File: src/rtl/reg_mem_pkg.sv
// Shared defaults for the flop-based register memory.
package reg_mem_pkg;
    localparam int unsigned DEF_DATA_WIDTH = 8;
    localparam int unsigned DEF_ADDR_BITS  = 5;
endpackage

File: src/rtl/reg_mem.sv
// reg_mem: flop-based word memory with async clear, one shared read/write address.
// Read latency 1 clk; data_out holds during writes; no backpressure.
module reg_mem
    import reg_mem_pkg::*;
#(
    parameter int DATA_WIDTH = DEF_DATA_WIDTH,
    parameter int ADDR_BITS  = DEF_ADDR_BITS
) (
    input  logic [ADDR_BITS-1:0]  addr,
    input  logic [DATA_WIDTH-1:0] data_in,
    input  logic                  wen,
    input  logic                  clk,
    output logic [DATA_WIDTH-1:0] data_out,
    input  logic                  rst
);

    localparam int DEPTH = 1 << ADDR_BITS;

    // Flops rather than RAM so reset can clear every word at once.
    logic [DATA_WIDTH-1:0] mem_q [DEPTH];
    logic [DATA_WIDTH-1:0] mem_d [DEPTH];
    logic [DATA_WIDTH-1:0] data_out_q;
    logic [DATA_WIDTH-1:0] data_out_d;

    always_comb begin
        mem_d      = mem_q;
        data_out_d = data_out_q;
        if (wen == 1'b1) begin
            mem_d[addr] = data_in;
        end else begin
            data_out_d = mem_q[addr];
        end
    end

    always_ff @(posedge clk or posedge rst) begin
        if (rst) begin
            for (int i = 0; i < DEPTH; i++) begin
                mem_q[i] <= '0;
            end
            data_out_q <= '0;
        end else begin
            mem_q      <= mem_d;
            data_out_q <= data_out_d;
        end
    end

    assign data_out = data_out_q;

endmodule

File: config.mk
export PLATFORM = sky130hd
export DESIGN_NAME = reg_mem
export DESIGN_NICKNAME = d
export VERILOG_FILES = /design/src/rtl/reg_mem_pkg.sv /design/src/rtl/reg_mem.sv
export SDC_FILE = /design/constraint.sdc
export NUM_CORES = 1
export LEC_CHECK = 0
export CAP_MARGIN = 20
export CORE_MARGIN = 5
export CORE_UTILIZATION = 43
export DETAILED_ROUTE_END_ITERATION = 10
export PLACE_DENSITY = 0.64
export REMOVE_ABC_BUFFERS = 1
export SLEW_MARGIN = 15
export SYNTH_ARGS = -nofsm -noshare
export SYNTH_HDL_FRONTEND = slang
export SYNTH_SLANG_ARGS = --single-unit
File: constraint.sdc
create_clock -name clk -period 9.06 [get_ports clk]
set_clock_uncertainty 0.1 [all_clocks]
set_input_delay 2.265 -clock clk [delete_from_list [all_inputs] [get_ports clk]]
set_output_delay 2.265 -clock clk [all_outputs]
set_load 0.02 [all_outputs]
Yosys cells after proc, flatten, opt, wreduce, memory -nomap -nowiden
Index checks and enable logic that the tools add are counted.
W data, S select, Z words.
- multiplexer cells: 6
- bitwise logic cells: 1
- reductions and logical operators: 1
- $lt $le $gt $ge: 2
- operators by type and width (cell ; count):
    $bwmux W256 ; 1
    $bmux W8 S5 ; 1
    $demux W8 S5 ; 1
    $mux W8 ; 3
    $ge A6 B6 Y1 const B ; 1
    $lt A6 B1 Y1 const B ; 1
    $not A5 Y6 ; 1
    $logic_and A1 B1 Y1 ; 1
- bits of input ports: 16
- output and inout bits: 8
- register bits after elaboration: 264
- word-level logic and storage cells: 43

Logic depth before layout (Yosys ltp)
Gate-level depths: netlist of the first run.
- depth in word-level cells: 6
- depth in mapped cells: 8
- mapped depth without buffers: 4

Worst setup path after synthesis of the first run
No wires, ideal clock.
- kind: in2reg
- from: in addr[1]
- to: reg mem_q[24] (netlist bit)
- path slack: 5.265 ns
- data arrival time: 3.570 ns
- data required time: 8.835 ns
- library setup time: 0.125 ns
- path buffers: 2
- cell stages on the path: 5
- cells stage by stage: buf_6 > buf_6 > or3b_1 > nor2_2 > mux2_2
- word-level cells in the longest chain between the ends: 6
- elaborated cells between the ends (all ways): 7
- those cells by class: order compare (2); mux (3); bitwise (1); reduce/logical (1)
- ends and longest elaborated chain (what ; RTL line ; text):
    from (decl) ; reg_mem.sv:9 ; input logic [ADDR_BITS-1:0] addr,
    $not A5 Y6 (not written as such) (*) ; reg_mem.sv:29 ; mem_d[addr] = data_in;
    $ge A6 B6 Y1 (not written as such) / $lt A6 B1 Y1 (equally long branches) ; reg_mem.sv:29 ;
    $logic_and A1 B1 Y1 (not written as such) ; reg_mem.sv:29 ;
    $mux W8 (not written as such) ; reg_mem.sv:29 ;
    $demux W8 S5 (*) ; reg_mem.sv:29 ;
    $bwmux W256 (*) ; reg_mem.sv:29 ;
    to (signal assigned) ; reg_mem.sv:42 ; mem_q <= mem_d;
    to (decl) ; reg_mem.sv:20 ; logic [DATA_WIDTH-1:0] mem_q [DEPTH];
Mark *: on every way between the ends. The rest lies on a longest branch, timed or not.
A chain may end at the register's enable or synchronous reset.

==> metrics.txt, run 1 <==
RSZ-0062 raised after global routing no; Cell Int Power 2.39 mW; r2r endpoint data_out[1]; hold endpoint mem_q[207]; Vias 7013; Mapped Cells 812; largest fanout on the critical path 21; FF+latch count, synth 264; Nets 839; CORE AREA between 0.02 and 0.03 mm^2; Worst Max-Slew Pin Slew 0.960 ns; largest net degree at the start of global routing 146; CTS tree yes; GPL Wtd Cong 0.783; Period minus WS final between 4 and 5 ns; Total Wirelength 28300 um; Fillers 2494; Post-Place Worst Slack 3.62 ns; Gate power share between 10% and 20%; register area 0.00661 mm^2; Fmax 203 MHz; Worst EP arrival around 5.2 ns; H-tree level count 1; synth-to-layout area growth 11.6%; WS Path Type primary input to flop; net switching power 0.773 mW; Die ar. around 0.032 mm^2; clock slew seen by the registers of the worst setup and hold paths 0.06 ns; leading area contributor after synthesis dfrtp_1; Req. time, crit path ~9.4 ns; Switching Fraction 24.5%; Iter 0 DRT Violations 484; Yosys warnings 0; clk_lat worst skew 0.53 ns; Hold Path Class flop to flop; first-pass iteration count of the detailed router 4; multi-input logic area between 0.005 and 0.006 mm^2; CP Cell Sequence clkdlybuf4s50_1, nand3b_1, nor2_2, mux2_2; DP HPWL ~17000 um; status complete, no violations; Yosys top cell area share 53.8%; WHS Path Cells 1; total global routing overflow 0; Rows 61; Final setup viols 0; ANT nets after route 0; I/O Buffers 23; Synth Flop Type dfrtp_1; die width 179 um; first-pass GRT wire length 45500 um; r2r setup slk roughly 6.9 ns; crit path capture type flop; LEAKAGE roughly 6 nW; Worst Hold Launch mem_q[207]; Initial Util between 40% and 50%; most frequent cell after synthesis dfrtp_1; vias per inst 5.74; CP peak stage delay 1.04 ns; worst IR drop on VDD 0.150 mV; launch point of the worst reg-to-reg path mem_q[73]; CTS hold repair buffers 0; Longest Clk Path Bufs 3; Yosys cell types between 50 and 60; DR WL/cell ~23 um; Post-synth EDFFs 0; diodes inserted 0; Total Routing Usage GR 18.4%; Seq/Total Area, Yosys between 50% and 60%; postcts setup bufs 0; Tcrit/Tclk final 54.3%; Cell Area, Synth about 0.012 mm^2; Post-synth ARST share 100%; Boundary Pins 24; Area contributors post-synth dfrtp_1 (54%), mux2_2 (23%), mux4_2 (7.7%); Pwr per Cell Area 231 mW/mm^2; layout cells sized above 1 45.6%; clock root buffer clkbuf_16; CP max-delay cell clkdlybuf4s50_1; Max Slew Vio Count 0; number of global-route vias before repair about 7400; Chip Height 179 um; # DRC 0; Slew Limit Headroom 34.3%; CTS Buf Count 28; CTS sink count roughly 260; worst setup margin 4.14 ns; maxcap violations 0; Worst R2R Path Depth 3; Design Power 3.16 mW; startpoint type of the worst setup path primary input; Post-Syn Area per Cell approximately 15 um^2; clock network fraction of total power 36.6%; register share of total power 48.0%; initial antenna violation count 0; Final Hold Fails 0; Post-synth top cells dfrtp_1 (264), mux2_2 (247), mux4_2 (42); # resized after CTS 0
[placed cells by master (no fill, tap or decap), types with 4 or more instances in the layout]
cell type        count
o22ai_1              8
a32oi_1              6
mux2_2             247
mux4_2              42
a221oi_1             6
mux2_1              13
o21ai_0              4
dfrtp_1            264
buf_4               15
inv_1                6
mux2i_1             40
clkbuf_1            10
clkinv_2             5
nand2_2              6
clkdlybuf4s50_1     21
nor2_2              20
clkbuf_16           29
nor2_1              12
nor2b_1              7
nand3_1              4
nor4_1               4
nand2_1              8
[kinds of logic (layout without fill, tap and decap cells)]
group / Yosys count / after routing / share of synthesized area (%)
compound gates: 45 / 45 / 2.81
buf+inv: 63 / 95 / 2.85
flops: 264 / 264 / 53.8
mux: 343 / 343 / 35.0
simple gates: 97 / 97 / 5.52
[critical path, delay by kind of cell]
family | cells | cell delay [ns]
muxes | 1 | 0.40
buffers and inverters | 1 | 1.04
and+or+nand+nor | 2 | 1.51
[how the worst max path moves through the flow]
| stage | end | cells after the start | slack (ns) | from |
|---|---|---|---|---|
| after global routing | mem_q[52] | 4 | 3.98 | wen |
| after global placement | mem_q[50] | 4 | 3.70 | wen |
| after CTS | mem_q[48] | 4 | 4.16 | wen |
| final | mem_q[53] | 4 | 4.14 | wen |
| after floorplan | data_out[0] | 1 | -0.57 | rst |
| after detailed placement | mem_q[113] | 4 | 3.62 | wen |
[per-stage QoR]
| step | utilization, % | cells | cell area [um^2] | hold slack [ns] | setup TNS [ns] |
|---|---|---|---|---|---|
| finish | 48.9 | 1222 | 13700 | 0.381 | 0 |
| global route | 48.9 | 1222 | 13700 | 0.402 | 0 |
| CTS | 48.9 | 1222 | 13700 | 0.381 | 0 |
| detailed placement | 45.6 | 1171 | 12800 | 0.368 | 0 |
| global placement | 45.6 | 1171 | 12800 | 0.364 | 0 |
| floorplan | - | 756 | 12000 | 0.352 | -151.42 |
[per-layer routing]
layer  wire length [um]  track usage [%]
met5                  0                0
met4                518             3.42
met3               1230             2.47
met2              13000             28.4
met1              13600             28.1
[power by group through the flow]
stage	Clock, mW	Combinational [mW]	Sequential [mW]
after floorplan	0	0.348	1.51
final	1.16	0.485	1.52
after global placement	0	0.478	1.53
after CTS	1.18	0.493	1.52
after detailed placement	0	0.490	1.54
after global routing	1.23	0.532	1.55
[state kept, by name, summed over array words and instances (netlist names)]
signal	flops
data_out	8
mem_q	256
[layout make-up]
| type | count | share of cell area [%] |
|---|---|---|
| flip-flops and latches | 264 | 48.2 |
| well taps | 378 | 3.45 |
| multi-input cells | 485 | 38.8 |
| clock inverters | 9 | 0.895 |
| clock buffers | 42 | 5.87 |
| repair buffers | 37 | 2.50 |
| inverters | 7 | 0.246 |
Power figures use the tool's default switching activity.
==> run 2: changes to the inputs <==
--- a/config.mk
+++ b/config.mk
@@ -9,7 +9,7 @@
 export CORE_MARGIN = 5
 export CORE_UTILIZATION = 43
 export DETAILED_ROUTE_END_ITERATION = 10
-export PLACE_DENSITY = 0.64
+export PLACE_DENSITY = 0.62
 export REMOVE_ABC_BUFFERS = 1
 export SLEW_MARGIN = 15
 export SYNTH_ARGS = -nofsm -noshare
==> constraint.sdc (replaced) <==
create_clock -name clk -period 4.8 [get_ports clk]
set_clock_uncertainty 0.1 [all_clocks]
set_input_delay 1.2 -clock clk [delete_from_list [all_inputs] [get_ports clk]]
set_output_delay 1.2 -clock clk [all_outputs]
set_load 0.02 [all_outputs]
==> metrics.txt, run 2 (synthesis gave the netlist of run 1 again) <==
worst IR drop on VDD 0.291 mV; final core utilization 48.9%; clock slew seen by the registers of the worst setup and hold paths ~0.060 ns; Gate power share between 10% and 20%; Fillers 2386; Cell Int Power 4.35 mW; largest fanout on the critical path 14; # DRC 0; Final setup viols 0; Final Hold Fails 0; Worst Max-Slew Pin Slew 0.943 ns; I/O Buffers 23; Switching Fraction 25.4%; GPL Wtd Cong around 0.84; Pwr per Cell Area 425 mW/mm^2; layout cells sized above 1 46.5%; die width 179 um; Hold Path Class flop to flop; first-pass GRT wire length 47200 um; maxcap violations 0; Worst EP arrival 3.70 ns; register share of total power 49.5%; largest net degree at the start of global routing 118; Boundary Pins 24; Setup TNS 0 ns; ANT nets after route 0; CTS sink count 264; first-pass iteration count of the detailed router 4; Slew Limit Headroom 37.0%; Max Slew Vio Count 0; DP HPWL between 15000 and 20000 um; Period minus WS final roughly 3.4 ns; hold slack 0.389 ns; DR WL/cell 24.1 um; H-tree level count 1; most flop-heavy register mem_q; initial antenna violation count 0; Fmax 291 MHz; total global routing overflow 0; CORE AREA approximately 0.028 mm^2; Rows 61; Initial Util 43.8%; startpoint type of the worst setup path primary input; RSZ-0062 raised after global routing no; CTS tree yes; CTS Buf Count 28; commonest non-fill, non-tap cell in the layout dfrtp_1; CTS hold repair buffers 0; Tcrit/Tclk final 71.5%; Die ar. 0.0320 mm^2; status complete, no violations; Nets 848; register area 0.00661 mm^2; LEAKAGE ~6 nW; Req. time, crit path around 5.1 ns; max reg flops 256; synth-to-layout area growth 11.6%; Design Power 5.82 mW; Longest Clk Path Bufs 3; Chip Height between 150 and 200 um; clock network fraction of total power 34.4%; multi-input logic area 0.00532 mm^2; Post-Place Worst Slack ~0.86 ns; Total Routing Usage GR between 10% and 20%; Total Wirelength 29600 um; most frequent cells in the layout dfrtp_1 (264), mux2_2 (247), mux4_2 (42); diodes inserted 0; Vias 7101; number of global-route vias before repair ~7700; postcts setup bufs 0; Iter 0 DRT Violations 470; # resized after CTS 0; crit path capture type flop; worst setup margin 1.37 ns; vias per inst 5.77; WS Path Type primary input to flop; clk_lat worst skew 0.53 ns; clock root buffer clkbuf_16; net switching power 1.48 mW
-- run 2: changes by cell type in the layout (fill, tap and decap cells not counted), moves of 2 or more --
| cell | delta |
|---|---|
| clkbuf_1 | -2 |
| clkinv_2 | +3 |
| buf_4 | +8 |
| bufinv_16 | -3 |
-- run 2: power by group through the flow --
stage / Clock (mW) / Sequential (mW) / Combinational [mW]
floorplan: 0 / 2.85 / 0.658
global route: 2.15 / 2.93 / 1.02
CTS: 2.05 / 2.88 / 0.953
detailed placement: 0 / 2.92 / 0.950
finish: 2.00 / 2.88 / 0.941
global placement: 0 / 2.89 / 0.914
-- run 2: metrics by stage --
stage | cell area, um^2 | instances
6_report | 13700 | 1230
5_1_grt | 13700 | 1230
4_1_cts | 13700 | 1230
3_5_place_dp | 12900 | 1180
3_3_place_gp | 12900 | 1180
2_1_floorplan | 12000 | 756
-- run 2: final timing paths --
check / slack [ns] / endpoint / startpoint / cells after the start
worst max-delay path: 1.37 / data_out[3] / addr[4] / 6
worst min-delay path: 0.39 / mem_q[231] / mem_q[231] / 1
worst max register to register: 2.64 / data_out[3] / mem_q[67] / 3
worst min register to register: 0.39 / mem_q[231] / mem_q[231] / 1
max in group asynchronous: 2.49 / mem_q[196] / rst / 3
min in group asynchronous: 1.13 / mem_q[137] / rst / 2
-- run 2: critical path: stages --
cell	delay (ns)
clkdlybuf4s50_1	0.83
buf_4	0.31
nand4b_1	0.27
nor2_1	0.08
a2111oi_0	0.80
a32oi_1	0.20
-- run 2: area by class of cell --
| cell class | instances | area share [%] |
|---|---|---|
| clock inverter | 10 | 0.402 |
| timing repair buffer | 46 | 3.05 |
| multi-input combinational | 485 | 38.8 |
| sequential | 264 | 48.2 |
| tap | 378 | 3.45 |
| clock buffer | 40 | 5.81 |
| inverter | 7 | 0.246 |
-- run 2: layer usage --
| layer | share of wire (%) | global-route usage, % |
|---|---|---|
| met4 | 2.8 | 4.83 |
| met1 | 44 | 27.3 |
| met2 | 47 | 30.5 |
| met3 | 5.3 | 3.58 |
| met5 | 0 | 0 |
